==> config.mk <==
export PLATFORM = sky130hd
export DESIGN_NAME = accelbrot_com_word2block
export DESIGN_NICKNAME = d
export VERILOG_FILES = /design/src/rtl/accelbrot_com_word2block.sv
export SDC_FILE = /design/constraint.sdc
export NUM_CORES = 1
export LEC_CHECK = 0
export ABC_AREA = 1
export BUFFER_PORTS_ARGS = -buffer_cell sky130_fd_sc_hd__buf_2
export CORE_ASPECT_RATIO = 0.9
export CORE_MARGIN = 1
export CORE_UTILIZATION = 50
export CTS_CLUSTER_DIAMETER = 30
export CTS_CLUSTER_SIZE = 30
export DETAILED_ROUTE_END_ITERATION = 8
export PLACE_DENSITY = 0.74
export SYNTH_ARGS = -nofsm -noshare
export SYNTH_HDL_FRONTEND = slang
export SYNTH_SLANG_ARGS = --single-unit
==> constraint.sdc <==
create_clock -name clk -period 4.1 [get_ports clk]
set_input_delay 0.615 -clock clk [delete_from_list [all_inputs] [get_ports clk]]
set_output_delay 0.615 -clock clk [all_outputs]
set_load 0.1 [all_outputs]
==> src/rtl/accelbrot_com_word2block.sv <==
// Word-to-block deserializer: gathers a start-framed burst of NWORDS words into
// one wide block, pulsing out_valid on completion and flagging framing faults.
module accelbrot_com_word2block #(
  parameter int unsigned NWORDS = 8,
  parameter int unsigned WWIDTH = 34
) (
  input  logic                     clk,
  input  logic                     rstn,
  input  logic [WWIDTH-1:0]        in,
  input  logic                     in_start,
  input  logic                     in_valid,
  output logic [NWORDS*WWIDTH-1:0] out,
  output logic                     out_valid,
  output logic                     busy,
  output logic                     err_short,
  output logic                     err_orphan
);

  localparam int unsigned BWIDTH = NWORDS * WWIDTH;
  localparam int unsigned CWIDTH = (NWORDS > 1) ? $clog2(NWORDS) : 1;
  localparam bit          SINGLE = (NWORDS == 1);

  typedef enum logic {IDLE = 1'b0, COLLECT = 1'b1} state_t;

  state_t              state;
  logic [CWIDTH-1:0]   cnt;
  logic [BWIDTH-1:0]   sr;
  logic [BWIDTH-1:0]   loaded_c;
  logic [BWIDTH-1:0]   shifted_c;
  logic                last_c;

  // New words always enter at the top slot; older words drift toward slot 0.
  always_comb begin
    loaded_c                     = '0;
    loaded_c[BWIDTH-1 -: WWIDTH] = in;
    shifted_c                    = sr >> WWIDTH;
    shifted_c[BWIDTH-1 -: WWIDTH] = in;
    last_c                       = (cnt == CWIDTH'(NWORDS - 1));
  end

  assign busy = (state == COLLECT);

  always_ff @(posedge clk or negedge rstn) begin
    if (!rstn) begin
      state      <= IDLE;
      cnt        <= '0;
      sr         <= '0;
      out        <= '0;
      out_valid  <= 1'b0;
      err_short  <= 1'b0;
      err_orphan <= 1'b0;
    end else begin
      out_valid  <= 1'b0;
      err_short  <= 1'b0;
      err_orphan <= 1'b0;
      case (state)
        IDLE: begin
          if (in_valid && in_start) begin
            if (SINGLE) begin
              out       <= loaded_c;
              out_valid <= 1'b1;
              sr        <= '0;
              cnt       <= '0;
            end else begin
              sr    <= loaded_c;
              cnt   <= CWIDTH'(1);
              state <= COLLECT;
            end
          end else if (in_valid) begin
            err_orphan <= 1'b1;
          end
        end
        COLLECT: begin
          if (!in_valid) begin
            // Gap inside a burst: bursts must be contiguous.
            err_short <= 1'b1;
            sr        <= '0;
            cnt       <= '0;
            state     <= IDLE;
          end else if (in_start) begin
            // Restart: abandon partial block, this word becomes word 0.
            err_short <= 1'b1;
            if (SINGLE) begin
              out   <= loaded_c;
              sr    <= '0;
              cnt   <= '0;
              state <= IDLE;
            end else begin
              sr  <= loaded_c;
              cnt <= CWIDTH'(1);
            end
          end else if (last_c) begin
            out       <= shifted_c;
            out_valid <= 1'b1;
            sr        <= '0;
            cnt       <= '0;
            state     <= IDLE;
          end else begin
            sr  <= shifted_c;
            cnt <= cnt + CWIDTH'(1);
          end
        end
        default: begin
          state <= IDLE;
          cnt   <= '0;
        end
      endcase
    end
  end

endmodule

* After elaboration in Yosys (flattened, before gate mapping)
Index checks and enable logic that the tools add are counted.
** Cells by class
- Multiplexer cells :: 25
- Add/sub/neg operators :: 1
- Reductions and logical operators :: 2
- Div/mod/pow operators :: 0
- $mul :: 0
- Bitwise logic cells :: 2
- Order comparisons :: 0
- Shift-type cells :: 0
- Equal/unequal tests :: 2
** Operators with widths (count)
- $mux W272 :: 4
- $pmux W272 S2 :: 1
- $mux W1 :: 14
- $mux W3 :: 4
- $pmux W3 S2 :: 1
- $reduce_and A4 Y1 :: 1
- $add A3 B1 Y3 const B :: 1
- $eq A3 B3 Y1 const B :: 1
- $ne A2 B2 Y1 const B :: 1
- $not A1 Y1 :: 2
- $pmux W1 S2 :: 1
- $logic_and A1 B1 Y1 :: 1
** Storage, ports and cells
- Word-level logic and storage cells :: 39
- RAM bits :: 0
- Register bits :: 551
- Latch bits :: 0
- Memories kept :: 0
- Bits in read-only memories :: 0
- Input bits :: 38

* Longest topological paths before layout
Gate-level depths: netlist (run 1).
- Depth after elaboration :: 5
- Mapped depth :: 9

* Worst setup path before layout (run 1)
OpenSTA, ideal clock, no wires.
- Kind :: register to register
- Start point :: register state, in the netlist busy
- End point :: register sr[179]
- Library setup time :: 0.083 ns
- Arrival :: 1.978 ns
- Setup slack :: 2.039 ns
- Path buffers :: 3
- Stages on the path, launching flop included :: 8
- Cell sequence :: dfrtp_1 > buf_2 > inv_1 > nor2_4 > buf_4 > clkbuf_1 > nand3_1 > o21ai_0
** On the way
- Longest elaborated chain between the ends :: 2
- Elaborated cells on any way between the ends :: 3
- Classes of those cells :: eq/ne: 1; mux: 1; bitwise: 1
** RTL lines
- from (decl) :: line 25 : state_t state;
- from (signal assigned) :: line 45 : state <= IDLE;
- from (signal assigned) :: line 67 : state <= COLLECT;
- from (signal assigned) :: line 79 : state <= IDLE;
- $not A1 Y1
- $pmux W272 S2 or $ne A2 B2 Y1 (tied branches)
- to (signal assigned) :: line 65 : sr <= loaded_c;
- to (signal assigned) :: line 89 : sr <= loaded_c;
- to (signal assigned) :: line 99 : sr <= shifted_c;
- to (decl) :: line 27 : logic [BWIDTH-1:0] sr;
Several ways; a longest one is shown, not always the timed one.
A chain may end at the register's enable or synchronous reset.

* Worst setup path in the final report (run 1)
- Start point :: register cnt[0]
- End point :: register sr[90]
** On the way
- Longest elaborated chain between the ends :: 5
** RTL lines
- from (decl) :: line 26 : logic [CWIDTH-1:0] cnt;
- from (signal assigned) :: line 100 : cnt <= cnt + CWIDTH'(1);
- $eq A3 B3 Y1 :: line 38 : last_c = (cnt == CWIDTH'(NWORDS - 1));
- $mux W272 :: line 92 : end else if (last_c) begin
- $mux W272 :: line 80 : end else if (in_start) begin
- $mux W272 :: line 74 : if (!in_valid) begin
- $pmux W272 S2 :: line 56 : case (state)
No other way between the ends.

==> metrics, run 1 <==
status finished, final reports clean; CTS Buf Count roughly 100; Synthesized Nets about 2100; Clock transition at path regs roughly 50 ps; CP Cell Sequence ha_1 > ha_1 > nor2_4 > buf_4 > nand3_1 > o21ai_0; # rows 68; Non-Filler Instances between 2000 and 3000; final hold vios 0; clock tree buffer depth 3; max_cap viols 0; root buffer cell clkbuf_16; CTS tree yes; share of cells above drive strength 1 21.3%; sequential share of the synthesized area 65.6%; TritonRoute pass-1 iters 5; GRT Util Overall between 20% and 30%; cts repair resizes 0; Final nets about 2400; Syn Inst Count between 2000 and 2500; core area slightly below 40000 um^2; CP arrival roughly 3100 ps; Ant. Diodes 0; synth unique cells 18; Placed Cells 2766; Slew Limit Fails 0; setup TNS 0 ps; CP required about 4600 ps; Final min period between 2000 and 3000 ps; Crit Path Max Fanout 39; DIE WIDTH about 210 um; clk_skew between 30 and 40 ps; Peak VDD IR 0.316 mV; I/O pin count 314; DR vias/cell 5.26; I/O Buffers 313; Worst-Skew Late Latency 630 ps; Util after Layout about two thirds; Final setup viols 0; total gr overflow 0; worst setup path class flip-flop to flip-flop; initial core utilization between 50% and 60%; Synth area leader dfrtp_1; largest net degree at the start of global routing 208; fin crit share between 60% and 70%; synthesized area per cell 9.64 um^2; Post-CTS Setup Inserts 0; asr flop ratio synth 100%; initial antenna violation count 0; routed via count ~16000; Max stage delay on crit path between 700 and 800 ps; most common cell in the synthesized netlist dfrtp_1; Initial DRC Count between 1500 and 2000; fmax 0.382 GHz; #FFs+latches synth just over 500; Critical Path Most Common Cell ha_1; Warnings, synthesis 0; Power Density between 500 and 600 nW/um^2; Crit-path slowest cell nor2_4; Post-synth EDFFs 0; Post-DP HPWL ~33000 um; LEAKAGE approximately 12 nW; Worst setup SP type flip-flop; Synth area leaders dfrtp_1, nand2_1, o21ai_1; Die ar. 40200 um^2; Die H ~190 um; delay-heaviest family, CP simple AND/OR/NAND/NOR gates; P&R area growth vs syn 27.1%; most instantiated cells after synthesis dfrtp_1, nand2_1, inv_1, o21ai_1, nand3_1; Hold WC Path Type input port to asynchronous set/reset pin; Synth top area share roughly 66%; normalized max-slew margin between 10% and 20%; wire length per cell between 15 and 20 um; worst path bufs/invs 1; Mapped Area between 15000 and 20000 um^2; Least-Margin Pin Slew 1200 ps; first-pass GRT wire length between 80000 and 90000 um; RSZ-0062 raised after global routing no; htree depth 3; CP endpoint kind flip-flop; vias in the first global route 15400; CTS Hold Bufs 0; clk sink count a little over 500; Synth Flop Type dfrtp_1; final WL about 52000 um; Routability Congestion 0.861; DRC viols 0; Post-DRT Antenna Nets 0
-- area by class of cell --
class                      instances  area (um^2)
sequential                       517        12900
timing repair buffer             333         1860
clock inverter                    72          886
fill                            3066        13600
inverter                         244          916
tap                              525          657
clock buffer                     111         2560
multi-input combinational       1147         5240
-- final timing paths --
kind,startpoint,endpoint,slack (ps),cells past startpoint
setup reg to reg,cnt[0]$_DFFE_PN0P_,sr[90]$_DFFE_PN0P_,1490,6
min in group clk,in_start,err_orphan$_DFF_PN0_,230,2
max in group asynchronous,rstn,out[182]$_DFFE_PN0P_,2900,2
hold reg to reg,out[223]$_DFFE_PN0P_,out[223]$_DFFE_PN0P_,480,2
hold / removal,rstn,out[5]$_DFFE_PN0P_,60,1
setup / recovery,cnt[0]$_DFFE_PN0P_,sr[90]$_DFFE_PN0P_,1490,6
-- report_power, final --
group          leakage [nW]  switching (mW)  internal, mW  total, mW
logic                  3.62           0.362        0.0910      0.453
registers              7.15          0.0814          5.19       5.27
clock network          1.65            2.84          5.33       8.18
total                  12.4            3.29          10.6       13.9
-- sequential cells by signal, indices dropped and copies added (netlist names) --
name,cells
err_orphan,1
busy,1
out,272
out_valid,1
sr,238
err_short,1
cnt,3
-- placed cells by master (no fill, tap or decap), types with 4 or more instances in the layout --
cell type,synthesis,layout
dfrtp_1,517,517
nor2_1,4,4
clkinv_4,0,15
clkbuf_8,0,6
o21ai_1,241,241
clkinv_2,0,11
buf_4,3,9
clkinvlp_4,0,14
clkbuf_1,36,7
buf_2,96,312
buf_12,0,11
inv_1,241,241
clkbuf_16,0,98
a21oi_1,34,34
o21ai_0,201,201
bufinv_16,0,12
nand3_1,209,209
inv_6,0,15
nand2_1,449,449
-- layer usage --
metal  track usage (%)  wire length [um]  up-vias
li1                  -                 -     7227
met1              37.0             22700     7626
met2              41.1             24400      560
met3              6.90              3770      106
met4              10.3              1620        0
met5                 0                 0        -
-- cell families (layout without fill, tap and decap cells) --
kind of cell | after synthesis | in the layout | share of synthesized area, %
fa+ha+maj | 3 | 3 | 0.190
flops | 517 | 517 | 65.6
compound gates | 476 | 476 | 12.1
buf+inv | 383 | 760 | 7.95
simple gates | 668 | 668 | 14.2
-- through the flow --
| stage | total power [mW] | area [um^2] | setup WS, ps | hold WS [ps] |
|---|---|---|---|---|
| 2_1_floorplan | 5.57 | 19700 | 2040 | 319 |
| 3_3_place_gp | 5.80 | 21600 | 1350 | 458 |
| 3_5_place_dp | 5.81 | 21600 | 1260 | 461 |
| 4_1_cts | 14.0 | 25100 | 1500 | 99.0 |
| 5_1_grt | 14.3 | 25100 | 1260 | 103 |
| 6_report | 13.9 | 25100 | 1490 | 60.5 |
Note: power is estimated with default switching activity, not from simulation.
==> run 2, diff against run 1 <==
- ABC_AREA: 1 -> 0
- PLACE_DENSITY: 0.74 -> 0.77
- clock period: 4.1 -> 2.3 ns (I/O delays scaled with it)
==> run 2 against run 1 <==
Against the previous run: setup slack lost 1400 ps; first-iteration DRC count shrank 40%; clock skew is 9.8 ps lower; via count fell by 13%; sequential share of layout area is 0.86 points lower; non-clock buffer count grew 53; critical endpoint is now busy; global-route usage down 2.0 points.
==> metrics, run 2 <==
total power 24.2 mW (+74%); CP startpoint busy$_DFF_PN0_; Slew Limit Fails 0 (unchanged); Crit Reg-Reg Endpoint out[254]$_DFFE_PN0P_; vias in the first global route 14100 (-8.3%); total gr overflow 0 (unchanged); final WL 48500 um (-7.5%); Synth Area in Compound Gates 7.04% (-5.0 points); initial antenna violation count 0 (unchanged); initial core utilization 50.9% (-0.15 points); I/O Buffers 313 (unchanged); mux cell area share after synthesis 15.6% (+16 points); core area 38500 um^2 (-0.44%); biggest regs out: 272 flops, sr: 238 flops, cnt: 3 flops; Synth Area in Simple Gates 8.23% (-6.0 points); CP arrival 1860 ps (-1280 ps); Mapped Area 19600 um^2 (-0.74%); CP required 1960 ps (-2670 ps); Die H 190 um (-0.37%); Peak VDD IR 0.904 mV (+190%); CP endpoint kind output port; Largest register FFs 272 (unchanged); Largest Register out; Worst setup SP type flip-flop; status finished, final reports clean; sequential share of the synthesized area 66.1% (+0.49 points); setup TNS 0 ps (unchanged); Synth Flop Type dfrtp_1; fin crit share roughly 96%; Power Density 948 nW/um^2 (+71%); Synth area leaders dfrtp_1, mux2_1, nand2_1; most common cell in the synthesized netlist dfrtp_1; TritonRoute pass-1 iters 5 (unchanged); root buffer cell clkbuf_16; largest family of logic cells by synthesized area multiplexers; RSZ-0062 raised after global routing no; normalized max-slew margin 52.9% (+33 points); Syn Inst Count 1567 (-23%); Placed Cells 2338 (-15%); Synth top area share 66.1% (+0.49 points); clock tree buffer depth 3 (unchanged); DRC viols 0 (unchanged); Non-Filler Instances 2546 (-14%); Synth area leader dfrtp_1; P&R area growth vs syn 30.2%; GRT Util Overall 24.9% (-2.0 points); most common cell after layout, fill and taps aside dfrtp_1; Warnings, synthesis 0 (unchanged); Final nets 1985 (-17%); R2R Setup Slk 290 ps (-1200 ps); CTS Hold Bufs 34 (+34); clk_skew 23.8 ps (-9.80 ps); Final setup viols 0 (unchanged); fmax ~0.45 GHz; Least-Margin Pin Slew 706 ps (-496 ps); Sequential Area 12900 um^2 (unchanged); Synth Area in XOR/XNOR 0% (unchanged); Post-DP HPWL 29800 um (-9.4%); cts repair resizes 0 (unchanged); #FFs+latches synth 517 (unchanged); most frequent cells in the layout dfrtp_1, nand2_1, buf_2; DR vias/cell 5.28 (+0.35%); largest net degree at the start of global routing 131 (-37%); max_cap viols 0 (unchanged); CTS Buf Count 95 (-3.1%); clk sink count 517 (unchanged); R2R depth 6 (unchanged); wire length per cell 19.1 um (+7.1%); routed via count 13400 (-13%); worst setup path end busy; Critical R2R Launch cnt[0]$_DFFE_PN0P_; share of cells above drive strength 1 28.9% (+7.6 points); I/O pin count 314 (unchanged); Routability Congestion 0.802 (-6.9%); Synthesized Nets 1608 (-23%); Placed Area 21800 um^2 (+1.1%); first-pass GRT wire length 78600 um (-7.0%); multi-input logic area 6130 um^2 (+17%); synthesized area per cell 12.5 um^2 (+30%); final instance area 25500 um^2 (+1.7%); worst setup path class flip-flop to output port; Post-DRT Antenna Nets 0 (unchanged); most instantiated cells after synthesis dfrtp_1, nand2_1, o21ai_0, mux2_1, mux2_2; synth unique cells 24 (+6); Filler Cells Inserted 2769 (-9.7%); Initial DRC Count 944 (-40%); Crit Path Max Fanout 10 (-74%); CTS tree yes; Adder-Cell Fraction of Synth Area 0.192% (+0.0014 points); Hold WC Path Type input port to flip-flop; # rows 68 (unchanged); Ant. Diodes 0 (unchanged); asr flop ratio synth 100% (unchanged); Die ar. 40000 um^2 (-0.74%); Post-CTS Setup Inserts 0 (unchanged); Clock transition at path regs 50 ps (about the same); DIE WIDTH 211 um (-0.37%); LEAKAGE 14.5 nW (+17%); Post-synth EDFFs 0 (unchanged); Final min period 2210 ps; htree depth 3 (unchanged); Worst-Skew Late Latency 610 ps (-20 ps); final hold vios 0 (unchanged)
## run 2: cell count changes in the layout (fill, tap and decap cells not counted), moves of 10 or more
cell	delta
o21ai_1	-241
inv_1	-240
nand3_1	-209
mux2_1	+202
mux2_2	+70
nand2_1	-43
a22o_1	+35
a21oi_1	-34
dlygate4sd3_1	+34
clkinv_4	-11
buf_4	+10
clkbuf_1	+10
inv_6	-10
## run 2: worst min-delay path by stage
| stage | start | to | slack (ps) | depth (start not counted) |
|---|---|---|---|---|
| 2_1_floorplan | rstn | busy$_DFF_PN0_ | 50 | 0 |
| 3_3_place_gp | rstn | err_orphan$_DFF_PN0_ | 350 | 1 |
| 3_5_place_dp | rstn | err_short$_DFF_PN0_ | 340 | 1 |
| 4_1_cts | in[23] | sr[261]$_DFFE_PN0P_ | 20 | 2 |
| 5_1_grt | in[23] | out[261]$_DFFE_PN0P_ | 20 | 2 |
| 6_report | in[23] | out[261]$_DFFE_PN0P_ | 50 | 2 |
## run 2: metrics by stage
step | worst slack (ps) | util (%) | hold slack [ps]
3_3_place_gp | 403 | 56.8 | 346
6_report | 92.2 | 66.3 | 53.7
2_1_floorplan | 150 | - | 49.4
3_5_place_dp | 330 | 56.8 | 342
4_1_cts | 65.9 | 66.3 | 15.3
5_1_grt | 31.1 | 66.3 | 21.4
## run 2: metal layers
| metal | up-vias | wire length (um) | global-route usage [%] |
|---|---|---|---|
| met2 | 430 | 22600 | 38.6 |
| met5 | - | 0 | 0 |
| met3 | 76 | 3260 | 6.31 |
| met4 | 0 | 953 | 7.78 |
| li1 | 6086 | - | - |
| met1 | 6853 | 21700 | 34.7 |
## run 2: kinds of logic (layout without fill, tap and decap cells)
family / after synthesis / count (layout)
simple gates: 419 / 419
flops: 517 / 517
compound gates: 248 / 248
fa+ha+maj: 3 / 3
mux: 272 / 272
buf+inv: 108 / 562
## run 2: cell type report
cell class,instances,share of cell area [%]
Timing Repair Buffer,386,9.65
Inverter,2,0.0295
Sequential cell,517,50.8
Tap cell,525,2.58
Clock inverter,51,2.73
Clock buffer,123,10.2
Multi-Input combinational cell,942,24.0
## run 2: critical path, cell delays in order, from the launching register on
cell and delay [ps]:
dfrtp_1 610, buf_4 230, buf_2 440
## run 2: report_power, final
group / leakage (nW) / switching, mW / total [mW] / internal, mW
sequential: 7.17 / 0.114 / 9.35 / 9.24
combinational: 5.77 / 0.543 / 0.750 / 0.207
clock: 1.59 / 4.62 / 14.1 / 9.45
==> run 3, diff against run 2 <==
- clock period: 2.3 -> 1.8 ns (I/O delays scaled with it)
==> run 3 against run 2 <==
Against the previous run: cell area grew 3.0%; register-to-register slack lost 240 ps; clock power up 30%; routed wire length up 3.3%; sequential cell count is the same; global-route usage rose by 0.70 points; total power is 30% higher; critical endpoint is now out[245]$_DFFE_PN0P_; highest routed layer unchanged.
==> metrics, run 3 (synthesis gave the netlist of run 2 again) <==
met2 wire length 23800 um (+5.3%); CTS Buf Count 93 (-2.1%); sequential share of power 38.1% (-0.6 points); delay-heaviest family, CP flip-flops; final hold vios 0 (unchanged); Routability Congestion 0.799 (-0.27%); Ant. Diodes 0 (unchanged); Crit Path Max Fanout 23 (+13); routed via count 13700 (+2.1%); clk_skew 20.4 ps (-3.41 ps); CP endpoint kind flip-flop; Filler Cells Inserted 2609 (-5.8%); largest net degree at the start of global routing 69 (-47%); Crit Reg-Reg Endpoint out[245]$_DFFE_PN0P_; Least-Margin Pin Slew 532 ps (-175 ps); Slew Limit Fails 0 (unchanged); most frequent cells in the layout dfrtp_1, nand2_1, buf_2; biggest regs out: 272 flops, sr: 238 flops, cnt: 3 flops; initial core utilization 50.9% (unchanged); CP arrival 2230 ps (+370 ps); RSZ-0062 raised after global routing no; worst path bufs/invs 2 (unchanged); Int Pwr 24.3 mW (+28%); Sw Ratio 22.6% (+0.76 points); status finished, final reports clean; Peak VDD IR 0.994 mV (+10%); hold path depth 3 (+1); Clk network pwr share 58.4% (+0.2 points); worst setup path class flip-flop to flip-flop; final WL 50100 um (+3.3%); Die ar. 40000 um^2 (unchanged); fmax around 0.57 GHz; Crit-path slowest cell dfrtp_1; CP Cell Sequence ha_4 > ha_4 > nand3_4 > buf_12 > buf_12 > mux2_1; vias in the first global route 14500 (+2.5%); Critical R2R Launch cnt[0]$_DFFE_PN0P_; top sig layer met4; WL met1 22000 um (+1.2%); I/O pin count 314 (unchanged); first-pass GRT wire length 80300 um (+2.1%); combinational share of power 3.5% (+0.4 points); wire length per cell 19.4 um (+1.6%); Clock transition at path regs 50 ps (about the same); Die H 190 um (unchanged); # rows 68 (unchanged); R2R Setup Slk 50 ps (-240 ps); fin crit share approximately 100%; core area 38500 um^2 (unchanged); DRC viols 0 (unchanged); Largest register FFs 272 (unchanged); DR vias/cell 5.30 (+0.40%); share of cells above drive strength 1 31.1% (+2.1 points); Final setup viols 0 (unchanged); TritonRoute pass-1 iters 5 (unchanged); Placed Cells 2374 (+1.5%); Sw Pwr 7.09 mW (+34%); Sequential Area 12900 um^2 (about the same); Met3 Wirelength 3150 um (-3.4%); Post-DP HPWL 31400 um (+5.4%); P&R area growth vs syn 34.1%; clk sink count 517 (unchanged); normalized max-slew margin 64.8% (+12 points); R2R depth 6 (unchanged); initial antenna violation count 0 (unchanged); most common cell after layout, fill and taps aside dfrtp_1; total gr overflow 0 (unchanged); Final min period roughly 1700 ps; Post-DRT Antenna Nets 0 (unchanged); htree depth 3 (unchanged); CTS tree yes; Non-Filler Instances 2588 (+1.6%); total power 31.4 mW (+30%); max_cap viols 0 (unchanged); Power Density 1190 nW/um^2 (+26%); LEAKAGE 14.9 nW (+2.5%); hold endpoint busy$_DFF_PN0_; I/O Buffers 313 (unchanged); Max stage delay on crit path 410 ps (-200 ps); hold wc startpoint in_valid; clock tree buffer depth 3 (unchanged); Worst setup SP type flip-flop; Final nets 2028 (+2.2%); GRT Util Overall 25.6% (+0.70 points); DIE WIDTH 211 um (unchanged); Hold WC Path Type input port to flip-flop; CP required 2280 ps (+320 ps); Worst-Skew Late Latency 610 ps (about the same); root buffer cell clkbuf_16; Largest Register out; multi-input logic area 6170 um^2 (+0.65%); Initial DRC Count 896 (-5.1%)
[run 3: cell count changes in the layout (fill, tap and decap cells not counted), moves of 2 or more]
| cell | change |
|---|---|
| buf_12 | +22 |
| mux2_2 | -3 |
| ha_1 | -2 |
| inv_6 | +12 |
| clkinv_8 | -4 |
| buf_6 | +2 |
| mux2_4 | +4 |
| inv_16 | +3 |
| ha_4 | +2 |
| buf_4 | +18 |
| clkinv_2 | -6 |
| clkinv_4 | +6 |
| clkbuf_1 | -11 |
[run 3: routing by layer]
layer  global-route usage [%]  up-vias
met5                        0        -
met4                     9.00        0
met3                     6.27       86
met2                     39.5      480
met1                     35.6     6985
li1                         -     6170
[run 3: worst max path at each step]
stage                       startpoint                   end  slack [ps]  cells after the start
floorplan           cnt[0]$_DFFE_PN0P_   sr[168]$_DFFE_PN0P_          40                      8
global placement    cnt[0]$_DFFE_PN0P_    out[9]$_DFFE_PN0P_         -20                      7
detailed placement  cnt[0]$_DFFE_PN0P_  out[180]$_DFFE_PN0P_        -100                      6
CTS                 cnt[0]$_DFFE_PN0P_    out[0]$_DFFE_PN0P_           5                      7
global route        cnt[0]$_DFFE_PN0P_   out[34]$_DFFE_PN0P_           5                      7
finish              cnt[0]$_DFFE_PN0P_  out[245]$_DFFE_PN0P_          50                      6
[run 3: stage by stage]
step | area (um^2) | setup slack, ps | setup TNS, ps | hold slack, ps | utilization, %
after floorplan | 19600 | 36.1 | 0 | -25.6 | -
after CTS | 26200 | 4.82 | 0 | 64.5 | 68.1
after detailed placement | 22400 | -95.8 | -11000 | 216 | 58.3
final | 26300 | 50.4 | 0 | 109 | 68.3
after global placement | 22400 | -24.4 | -812 | 215 | 58.3
after global routing | 26300 | 4.52 | 0 | 101 | 68.3
[run 3: power by group through the flow]
stage / combinational [mW] / sequential [mW] / clock, mW
final: 1.10 / 12.0 / 18.3
after global routing: 1.21 / 12.0 / 19.1
after CTS: 1.10 / 11.9 / 18.6
after detailed placement: 1.02 / 12.1 / 0
after global placement: 1.00 / 12.1 / 0
after floorplan: 0.353 / 12.1 / 0
[run 3: layout make-up]
type                       instances  area share, %
clock buffer                     109           9.52
clock inverter                    62           3.20
inverter                           2         0.0477
multi-input combinational        942           23.5
sequential                       517           49.3
tap                              525           2.50
timing repair buffer             431           12.0
[run 3: repair_timing]
item,CTS,global route
hold buffers,35,0
cloned,0,2
setup buffers,4,2
endpoints found under the setup margin,406,36
endpoints found under the hold margin,422,0
gates resized for setup,10,4
pin swaps,2,0
[run 3: worst reg2reg max path, delay by kind of cell, from the launching register on]
kind	cells	cell delay, ps
fa+ha+maj	2	350
buf+inv	2	360
flops	1	410
mux	1	390
simple gates	1	120
